### src/rtl/cbu_issue_pkg.sv
// Shared types and constants for the CBU issue queue and sequencer.
package cbu_issue_pkg;

    localparam int INSTR_W = 9;
    localparam int OPND_W  = 4;
    localparam int OP_W    = 3;

    localparam logic [OP_W-1:0] OP_ADD   = 3'b000;
    localparam logic [OP_W-1:0] OP_SUB   = 3'b001;
    localparam logic [OP_W-1:0] OP_INC   = 3'b010;
    localparam logic [OP_W-1:0] OP_DEC   = 3'b011;
    localparam logic [OP_W-1:0] OP_CMP   = 3'b100;
    localparam logic [OP_W-1:0] OP_CNTUP = 3'b101;
    localparam logic [OP_W-1:0] OP_CNTDN = 3'b110;
    localparam logic [OP_W-1:0] OP_MUL2  = 3'b111;

    typedef enum logic [1:0] {
        ST_IDLE  = 2'd0,
        ST_ISSUE = 2'd1,
        ST_DWELL = 2'd2
    } state_t;

    typedef struct packed {
        logic [INSTR_W-1:0] instr;
        logic [OPND_W-1:0]  a;
        logic [OPND_W-1:0]  b;
    } entry_t;

    // Counter opcodes must stay parked at the CBU for the dwell period.
    function automatic logic is_dwell_op(input logic [INSTR_W-1:0] instr);
        return (instr[INSTR_W-1 -: OP_W] == OP_CNTUP) ||
               (instr[INSTR_W-1 -: OP_W] == OP_CNTDN);
    endfunction

endpackage

### src/rtl/cbu_issue_fifo.sv
// Circular instruction queue of DEPTH {instr, a, b} entries; head visible combinationally.
// Push and pop take effect on the clock edge; a push into a full queue is ignored, flush wins over push.
module cbu_issue_fifo
    import cbu_issue_pkg::*;
#(
    parameter int DEPTH = 4
) (
    input  logic                   clk,
    input  logic                   rst,
    input  logic                   flush,
    input  logic                   push,
    input  logic                   pop,
    input  entry_t                 push_dat,
    output entry_t                 head_dat,
    output logic [$clog2(DEPTH):0] count
);

    localparam int PW = (DEPTH > 1) ? $clog2(DEPTH) : 1;
    localparam int CW = $clog2(DEPTH) + 1;

    logic [PW-1:0] wr_ptr_q, wr_ptr_d;
    logic [PW-1:0] rd_ptr_q, rd_ptr_d;
    logic [CW-1:0] count_q, count_d;
    entry_t        mem_q [DEPTH];
    entry_t        mem_d [DEPTH];
    logic          push_ok;
    logic          pop_ok;

    function automatic logic [PW-1:0] ptr_inc(input logic [PW-1:0] p);
        return (p == PW'(DEPTH - 1)) ? '0 : p + PW'(1);
    endfunction

    always_comb begin
        push_ok  = push && (count_q < CW'(DEPTH)) && !flush;
        pop_ok   = pop && (count_q != '0) && !flush;
        mem_d    = mem_q;
        wr_ptr_d = wr_ptr_q;
        rd_ptr_d = rd_ptr_q;
        count_d  = count_q;
        if (flush) begin
            wr_ptr_d = '0;
            rd_ptr_d = '0;
            count_d  = '0;
        end else begin
            if (push_ok) begin
                mem_d[wr_ptr_q] = push_dat;
                wr_ptr_d        = ptr_inc(wr_ptr_q);
            end
            if (pop_ok) begin
                rd_ptr_d = ptr_inc(rd_ptr_q);
            end
            case ({push_ok, pop_ok})
                2'b10:   count_d = count_q + CW'(1);
                2'b01:   count_d = count_q - CW'(1);
                default: count_d = count_q;
            endcase
        end
    end

    // Storage is qualified by pointers and count, so it carries no reset.
    always_ff @(posedge clk) begin
        mem_q <= mem_d;
    end

    always_ff @(posedge clk or negedge rst) begin
        if (!rst) begin
            wr_ptr_q <= '0;
            rd_ptr_q <= '0;
            count_q  <= '0;
        end else begin
            wr_ptr_q <= wr_ptr_d;
            rd_ptr_q <= rd_ptr_d;
            count_q  <= count_d;
        end
    end

    assign head_dat = mem_q[rd_ptr_q];
    assign count    = count_q;

endmodule

### src/rtl/cbu_issue.sv
// Queues instructions and issues them to the CBU one per cycle, parking counter ops for CNT_DWELL cycles.
// Issue is registered (>=2 cycles from push); res_valid trails issue_valid by CBU_LAT; wr_ready drops when the queue is full.
module cbu_issue
    import cbu_issue_pkg::*;
#(
    parameter int DEPTH     = 4,
    parameter int CNT_DWELL = 16,
    parameter int CBU_LAT   = 2
) (
    input  logic                   clk,
    input  logic                   rst,
    input  logic                   flush,
    input  logic                   wr_valid,
    output logic                   wr_ready,
    input  logic [INSTR_W-1:0]     wr_instr,
    input  logic [OPND_W-1:0]      wr_a,
    input  logic [OPND_W-1:0]      wr_b,
    output logic [INSTR_W-1:0]     cbu_in,
    output logic [OPND_W-1:0]      cbu_a,
    output logic [OPND_W-1:0]      cbu_b,
    output logic                   issue_valid,
    output logic                   res_valid,
    output logic                   busy,
    output logic [$clog2(DEPTH):0] fifo_count
);

    localparam int CW = $clog2(DEPTH) + 1;
    localparam int DW = $clog2(CNT_DWELL + 1);

    state_t             state_q, state_d;
    entry_t             out_q, out_d;
    logic               issue_valid_q, issue_valid_d;
    logic [DW-1:0]      dwell_q, dwell_d;
    logic [CBU_LAT-1:0] res_pipe_q, res_pipe_d;
    logic               push;
    logic               pop;
    logic               do_issue;
    entry_t             head;
    entry_t             push_dat;

    assign wr_ready = (fifo_count < CW'(DEPTH));
    assign push     = wr_valid && wr_ready;
    assign push_dat = '{instr: wr_instr, a: wr_a, b: wr_b};

    cbu_issue_fifo #(
        .DEPTH (DEPTH)
    ) u_fifo (
        .clk      (clk),
        .rst      (rst),
        .flush    (flush),
        .push     (push),
        .pop      (pop),
        .push_dat (push_dat),
        .head_dat (head),
        .count    (fifo_count)
    );

    always_comb begin
        state_d       = state_q;
        out_d         = out_q;
        issue_valid_d = issue_valid_q;
        dwell_d       = dwell_q;
        res_pipe_d    = res_pipe_q;
        pop           = 1'b0;
        do_issue      = 1'b0;

        case (state_q)
            ST_IDLE: begin
                out_d         = '0;
                issue_valid_d = 1'b0;
                dwell_d       = '0;
                if (fifo_count != '0) begin
                    state_d = ST_ISSUE;
                end
            end
            ST_ISSUE: begin
                if (fifo_count != '0) begin
                    do_issue = 1'b1;
                end else begin
                    state_d       = ST_IDLE;
                    out_d         = '0;
                    issue_valid_d = 1'b0;
                end
            end
            ST_DWELL: begin
                // The last held cycle issues the next entry directly so issue_valid never gaps.
                if (dwell_q >= DW'(CNT_DWELL)) begin
                    if (fifo_count != '0) begin
                        do_issue = 1'b1;
                    end else begin
                        state_d       = ST_IDLE;
                        out_d         = '0;
                        issue_valid_d = 1'b0;
                        dwell_d       = '0;
                    end
                end else begin
                    dwell_d = dwell_q + DW'(1);
                end
            end
            default: begin
                state_d = ST_IDLE;
            end
        endcase

        if (do_issue) begin
            pop           = 1'b1;
            out_d         = head;
            issue_valid_d = 1'b1;
            if (is_dwell_op(head.instr)) begin
                state_d = ST_DWELL;
                dwell_d = DW'(1);
            end else begin
                dwell_d = '0;
                state_d = ((fifo_count == CW'(1)) && !push) ? ST_IDLE : ST_ISSUE;
            end
        end

        res_pipe_d[0] = issue_valid_q;
        for (int i = 1; i < CBU_LAT; i++) begin
            res_pipe_d[i] = res_pipe_q[i-1];
        end

        if (flush) begin
            state_d       = ST_IDLE;
            out_d         = '0;
            issue_valid_d = 1'b0;
            dwell_d       = '0;
            res_pipe_d    = '0;
            pop           = 1'b0;
        end
    end

    always_ff @(posedge clk or negedge rst) begin
        if (!rst) begin
            state_q       <= ST_IDLE;
            out_q         <= '0;
            issue_valid_q <= 1'b0;
            dwell_q       <= '0;
            res_pipe_q    <= '0;
        end else begin
            state_q       <= state_d;
            out_q         <= out_d;
            issue_valid_q <= issue_valid_d;
            dwell_q       <= dwell_d;
            res_pipe_q    <= res_pipe_d;
        end
    end

    assign cbu_in      = out_q.instr;
    assign cbu_a       = out_q.a;
    assign cbu_b       = out_q.b;
    assign issue_valid = issue_valid_q;
    assign res_valid   = res_pipe_q[CBU_LAT-1];
    assign busy        = (fifo_count != '0) || (state_q != ST_IDLE);

endmodule

### config.mk
export PLATFORM = sky130hd
export DESIGN_NAME = cbu_issue
export DESIGN_NICKNAME = d
export VERILOG_FILES = /design/src/rtl/cbu_issue_pkg.sv /design/src/rtl/cbu_issue_fifo.sv /design/src/rtl/cbu_issue.sv
export SDC_FILE = /design/constraint.sdc
export NUM_CORES = 1
export LEC_CHECK = 0
export CORE_ASPECT_RATIO = 1.5
export CORE_MARGIN = 3
export CORE_UTILIZATION = 35
export DETAILED_ROUTE_END_ITERATION = 7
export RECOVER_POWER = 100
export SYNTH_ARGS = -nofsm -noshare
export SYNTH_HDL_FRONTEND = slang
export SYNTH_HIERARCHICAL = 1
export SYNTH_SLANG_ARGS = --single-unit
### constraint.sdc
create_clock -name clk -period 4.71 [get_ports clk]
set_input_delay 0.471 -clock clk [delete_from_list [all_inputs] [get_ports clk]]
set_output_delay 0.471 -clock clk [all_outputs]
set_load 0.1 [all_outputs]
== Yosys cells after proc, flatten, opt, wreduce, memory -nomap -nowiden ==
Cells that the tools add are included.
Cells by class
  add/sub/neg operators: 5
  reduce and logical (&&, ||, !) cells: 23
  muxes and demuxes: 44
  eq/ne operators: 12
  $lt $le $gt $ge: 5
  bitwise logic cells: 3
Operators with widths (number)
  $mux 17: 7
  $bwmux 68: 1
  $pmux 17 s3: 1
  $bmux 17 s2: 1
  $demux 17 s2: 1
  $mux 2: 13
  $mux 5: 4
  $mux 1: 10
  $pmux 5 s2: 1
  $eq 2x2->1 const B: 4
  $ne 4x4->1 const B: 2
  $reduce_and 2->1: 4
  $logic_and 1x1->1: 7
  $eq 3x3->1 const B: 2
  $ge 3x3->1 const B: 2
  $not 2->3: 2
  $pmux 2 s3: 1
  $pmux 3 s2: 1
  $reduce_bool 2->1: 3
  $reduce_bool 3->1: 2
  $add 5x1->5 const B: 1
  $ge 5x5->1 const B: 1
  $ne 5x5->1 const B: 1
  $reduce_bool 5->1: 1
  other kinds (15): 19
Word-level totals
  output and inout port bits: 24
  word-level logic and storage cells: 114
  bits in registers: 102
  input port bits: 21

== Longest topological paths before layout ==
  word-level depth: 11
  gate-level depth with buffers: 13

== Modules after synthesis ==
Netlist, hierarchy kept.
Modules (own cells, without submodules)
  cbu_issue_fifo: cells each 146, sequential area each 2217.1 µm², instances 1, area each 3031.7 µm²
  cbu_issue: cells each 111, sequential area each 675.6 µm², instances 1, area each 1305.0 µm²

== Worst setup path before layout ==
No wires, ideal clock.
  path type: register -> register
  start: reg u_fifo.count_q[2] (netlist: u_fifo/count[2])
  end: reg u_fifo.count_q[1] (netlist: u_fifo/count[1])
  arrival time: 2909 ps
  clock period less this slack: 3047 ps
  path slack: 1663 ps
  cell stages (with the launch flop): 10
  path through: dfrtp_1 -> o31ai_4 -> nor3_1 -> buf_2 -> buf_4 -> o31ai_4 -> nor3_1 -> fa_1 -> o21ai_0 -> a221oi_2
On the way
  cells in the longest elaborated chain, start to end: 11
  elaborated cells between the ends (all ways): 17
  those cells by class: order compare (1); eq/ne (2); mux (7); reduce/logical (7)
Ends and longest elaborated chain
  from (decl): line cbu_issue_fifo.sv:23  | logic [CW-1:0] count_q, count_d;
  from (signal assigned): line cbu_issue_fifo.sv:73  | count_q <= count_d;
  $reduce_bool 3->1 (*): line cbu_issue.sv:77, cbu_issue.sv:88
  $mux 1 (*): line cbu_issue.sv:77, cbu_issue.sv:88
  $mux 1: line cbu_issue.sv:87  | if (dwell_q >= DW'(CNT_DWELL)) begin
  $pmux 1 s2 (*): line cbu_issue.sv:67  | case (state_q)
  $mux 1 (*): line cbu_issue.sv:105  | if (do_issue) begin
  $mux 1 (*): line cbu_issue.sv:123  | if (flush) begin
  via pop: line cbu_issue.sv:36  | logic pop;
  $logic_and 1x1->1 (*) (2 in a row): line cbu_issue_fifo.sv:35  | pop_ok = pop && (count_q != '0) && !flush;
  $eq 2x1->1 / $eq 2x2->1 (equally long branches): line cbu_issue_fifo.sv:52  | case ({push_ok, pop_ok})
  $pmux 3 s2: line cbu_issue_fifo.sv:52
  $mux 3: line cbu_issue_fifo.sv:40  | if (flush) begin
The timed path passes the listed nets; every way through them passes the cells marked *.
A chain may end at the register's enable or synchronous reset.

== Worst setup path after layout ==
  start: reg state_q[0]
  end: reg u_fifo.count_q[2] (netlist: u_fifo/count[2])
On the way
  cells in the longest elaborated chain, start to end: 9
  elaborated cells between the ends (all ways): 12
  those cells by class: eq/ne (4); mux (5); reduce/logical (3)
Ends and longest elaborated chain
  from (decl): line cbu_issue.sv:30  | state_t state_q, state_d;
  from (signal assigned): line cbu_issue.sv:141  | state_q <= state_d;
  $eq 2x2->1 / $eq 2x1->1 (equally long branches): line cbu_issue.sv:67
  $pmux 1 s2 (*): line cbu_issue.sv:67
  $mux 1 (*): line cbu_issue.sv:105
  $mux 1 (*): line cbu_issue.sv:123
  $logic_and 1x1->1 (*) (2 in a row): line cbu_issue_fifo.sv:35
  $eq 2x1->1 / $eq 2x2->1 (equally long branches): line cbu_issue_fifo.sv:52
  $pmux 3 s2: line cbu_issue_fifo.sv:52
  $mux 3: line cbu_issue_fifo.sv:40
Mark *: on every way between the ends. The rest lies on a longest branch, timed or not.

==> impl.org <==
** Route
- Drt first pass iters :: 4
- For this block, the routed nets add up to about 8000 µm of wire.
- Detailed-route via count :: 2377
- After detailed routing, the number of vias per cell comes to about 5.2.
- Once detail routing completed, the nets flagged for antenna violations numbered 0.
- Number of DRC violations after detailed routing :: 0
- Average routed wire per standard cell :: between 15 and 20 µm
- Violation count after the first detailed-routing iteration :: 159

** Timing
- Derived from the worst setup path, the maximum achievable clock frequency is ~0.31 GHz.
- Final count of pins violating max slew :: 35
- For the final database, setup skew stands at slightly below 0.007 ns.
- Setup repair after global routing left no endpoint under its margin.
- The smallest clock period supported by the final layout is computed as 3.18 ns.
- Final hold violation count :: 0
- Slew at the pin with the worst max-slew slack :: 1.99 ns
- Adding up every negative setup slack in the final design gives 0 ns.
- Final count of negative-setup-slack endpoints :: 0
- Measured against its own limit, the worst slew margin works out to -0.325.
- Post-route fraction of the period consumed by the critical path :: 0.676

** Clock network
- TritonCTS built the clock tree.
- Counting along the longest clock path gives a buffer depth of 2.
- After clock tree synthesis, the setup repair step added 0 buffers.
- In this run, CTS created clock tree buffers numbering 9.
- Clock transition at the register clock pins on the worst setup and hold paths after CTS :: about 0.070 ns
- Source-to-sink clock delay at the later pin of the worst-skew pair :: between 0.3 and 0.4 ns
- The number of hold buffers added after CTS was 0.
- In this run the number of H-tree levels came out at 3.
- Number of gates given a new drive strength after cts :: 0
- CTS placed an instance of clkbuf_16 at the clock tree root.
- Total number of clock tree sinks :: slightly above 100

** Floorplanning
- Effective utilization at floorplan :: 0.359
- The floorplan step set the die width to 96.9 µm.
- Die Area :: between 0.01 and 0.015 mm²
- In this run the core area contains 49 standard-cell rows.
- Measured along the y axis, the die boundary spans roughly 140 µm.
- Floorplan core area :: 0.0121 mm²
- IO Count :: between 40 and 50

** Worst setup path
- The worst setup path is of the reg2reg kind.
- In this run the worst path has a maximum fanout of 26.
- Data on the critical path is required at its endpoint by around 5 ns.
- Worst Setup Start Kind :: flop
- Origin of the critical flop-to-flop path :: state_q[0]
- First element of the critical path :: state_q[0]
- Crit end category :: flop
- Data arrives at the worst endpoint at 3.44 ns.

** Min path
- Class of the tightest hold or removal check :: reg2reg
- In this run the most critical hold path is launched from res_pipe_q[0].

** Global routing
- Overall Global Routing Usage :: 0.125
- Number of antenna violations at the first check in global routing :: 0
- For this run the aggregate overflow at the end of global routing stands at 0.
- The number of global-route vias before repair was 2509.
- First-pass GRT wire length :: around 13000 µm
- Maximum number of pins on one net before global-route repair :: 35

** Logic synthesis
- The netlist uses between 40 and 50 different library cells.
- The cell area that synthesis handed to floorplanning was 0.00434 mm².
- By area the synthesized netlist is led by edfxtp_1, dfrtp_1, mux4_1.
- Summed over all instances, the cell type with the most area after synthesis is edfxtp_1.
- In this run, synthesis produced a sequential element count of between 100 and 150.
- Yosys mapped a number of flops with a built-in enable equal to 68.
- Yosys printed 6 warnings.
- Register area share after synthesis :: 0.667
- Syn_area_per_cell :: between 15 and 20 µm²
- Fraction of registers with async set or reset after synthesis :: 0.333
- Number of nets produced by synthesis :: just under 300
- Synthesis produced 257 cells.
- Area share of the leading cell type in the synthesized netlist :: 0.471
- Top_reg_cell synth :: edfxtp_1

** Placed design
- The HPWL after detailed placement is between 5000 and 6000 µm.
- Final weighted congestion in routability-driven placement :: roughly 0.74
- Number of buffers added on ports :: 44
- Cell total after placement :: approximately 440

** Finish
- Relative to the synthesized area, the layout overhead comes to 19.4%.
- Utilization after layout :: 0.429
- Post-route non-filler standard cell count :: 460
- The number of antenna diodes in the final layout is 0.
- For this run, the post-layout net count is approximately 330.
- Sequential cell area :: 0.00289 mm²
- In the final layout, the multi-input gates occupy approximately 0.0013 mm².
- Counting the fill cells in the layout gives 1070.
- Fraction of final layout cells sized beyond drive strength 1 :: 0.0912

** Power
- Total leakage power :: ~0.0020 µW
- Internal power of the cells :: approximately 1600 µW
- Of the total power, the share spent switching nets is 0.223.
- The share of total power dissipated in combinational logic is 0.081.
- For this design the total switching power over the nets is 446 µW.
- The design draws about 2000 µW.
- Clock share of power :: 0.423
- The worst-case IR drop observed on VDD is approximately 0.00016 V.
- In this run the power density over the cells is between 300 and 400 mW/mm².
- Proportion of power drawn by flip-flops and latches :: 0.497

** Run status
- The final reports fail on capacitance limit, slew limit.
- The flow ran to the end, but the final reports show violations.

** Flow run
- Max-cap violations in this run came to 1.
==> through the flow <==
step	setup slack, ns	area, µm²	hold slack, ns
global route	1.11	5180	0.508
CTS	1.64	5230	0.254
finish	1.53	5180	0.475
floorplan	1.66	4340	0.175
detailed placement	1.91	4890	0.466
global placement	1.96	4890	0.458
==> state kept, by name (all words and copies together), names as in the netlist <==
signal / flops
cbu_a: 4
cbu_b: 4
dwell_q: 5
u_fifo/mem_q: 68
res_pipe_q: 2
cbu_in: 9
u_fifo/rd_ptr_q: 2
u_fifo/count: 3
state_q: 2
u_fifo/wr_ptr_q: 2
issue_valid: 1
==> final timing paths <==
kind                                        end  slack (ns)  cells past startpoint
worst min-delay path              res_pipe_q[1]        0.48                      1
worst max-delay path            u_fifo/count[2]        1.53                      9
worst min register to register    res_pipe_q[1]        0.48                      1
worst max register to register  u_fifo/count[2]        1.53                      9
min in group asynchronous       u_fifo/count[0]        0.69                      1
max in group asynchronous              cbu_b[1]        2.88                      1
==> layout make-up <==
cell class,count,share of cell area
Sequential cell,102,0.559
Multi-Input combinational cell,133,0.244
Timing Repair Buffer,46,0.0860
Clock buffer,9,0.0435
Tap cell,153,0.0370
Clock inverter,7,0.0234
Inverter,10,0.00725
==> per-layer routing <==
layer | vias to the layer above | track usage | wire length (µm)
met5 | - | 0 | 0
met4 | 0 | 0.0577 | 142
met3 | 8 | 0.0211 | 254
met2 | 53 | 0.221 | 4440
met1 | 1216 | 0.151 | 3340
li1 | 1100 | - | -
==> cells in the mapped netlist (2+ instances only) <==
master	number
nand2_1	8
edfxtp_1	68
nor3b_1	2
mux4_2	8
nand3b_1	3
mux2i_1	2
o31ai_4	2
nor2_1	6
clkbuf_1	3
mux4_1	9
o21ai_0	8
a21o_1	2
nor4_1	2
and2_1	5
a21oi_1	13
xor2_1	2
ha_1	10
buf_6	2
nand3_1	4
nor2b_1	3
inv_1	10
buf_2	4
a22o_1	19
dfrtp_1	34
nor3_1	8
==> logic make-up after synthesis <==
kind of cell	count (synthesis)	synth area share
adder cells (fa/ha/maj)	11	0.0335
AND/OR/NAND/NOR	46	0.0606
multiplexers	19	0.101
flip-flops	102	0.667
AO/OA/AOI/OAI	55	0.103
XOR/XNOR	2	0.00404
buffers and inverters	22	0.0309
==> worst max-delay path, stage by stage, from the launching register on <==
cell      delay [ns]
dfrtp_1         0.40
inv_1           0.08
ha_1            0.39
o31ai_1         0.16
nor3_1          0.27
clkbuf_1        1.00
o21ai_0         0.31
nor4_1          0.25
a31oi_1         0.07
a21oi_1         0.17
==> cell usage in the layout, fill, tap and decap left out, types with 2 or more instances in the layout <==
cell type	netlist	routed
dlygate4sd3_1	0	42
bufinv_16	0	3
clkbuf_1	3	2
inv_1	10	10
a21oi_1	13	13
nand3b_1	3	3
nor2_1	6	6
nor3_1	8	8
o31ai_1	0	2
edfxtp_1	68	68
dfrtp_1	34	34
a21o_1	2	2
o21ai_0	8	8
clkinvlp_4	0	2
mux4_1	9	9
xor2_1	2	2
clkbuf_16	0	9
nand2_1	8	8
nor3b_1	2	2
nor4_1	2	2
nand3_1	4	4
ha_1	10	10
mux4_2	8	8
mux2i_1	2	2
and2_0	0	5
nor2b_1	3	4
a22o_1	19	19
==> power by group through the flow <==
| stage | logic (µW) | registers (µW) | clock network [µW] |
|---|---|---|---|
| after floorplan | 98.1 | 1030 | 0 |
| after global placement | 170 | 1010 | 0 |
| after detailed placement | 172 | 1010 | 0 |
| after CTS | 172 | 993 | 858 |
| after global routing | 175 | 994 | 900 |
| final | 161 | 992 | 844 |
No activity file was read; power rests on OpenSTA's default activity.
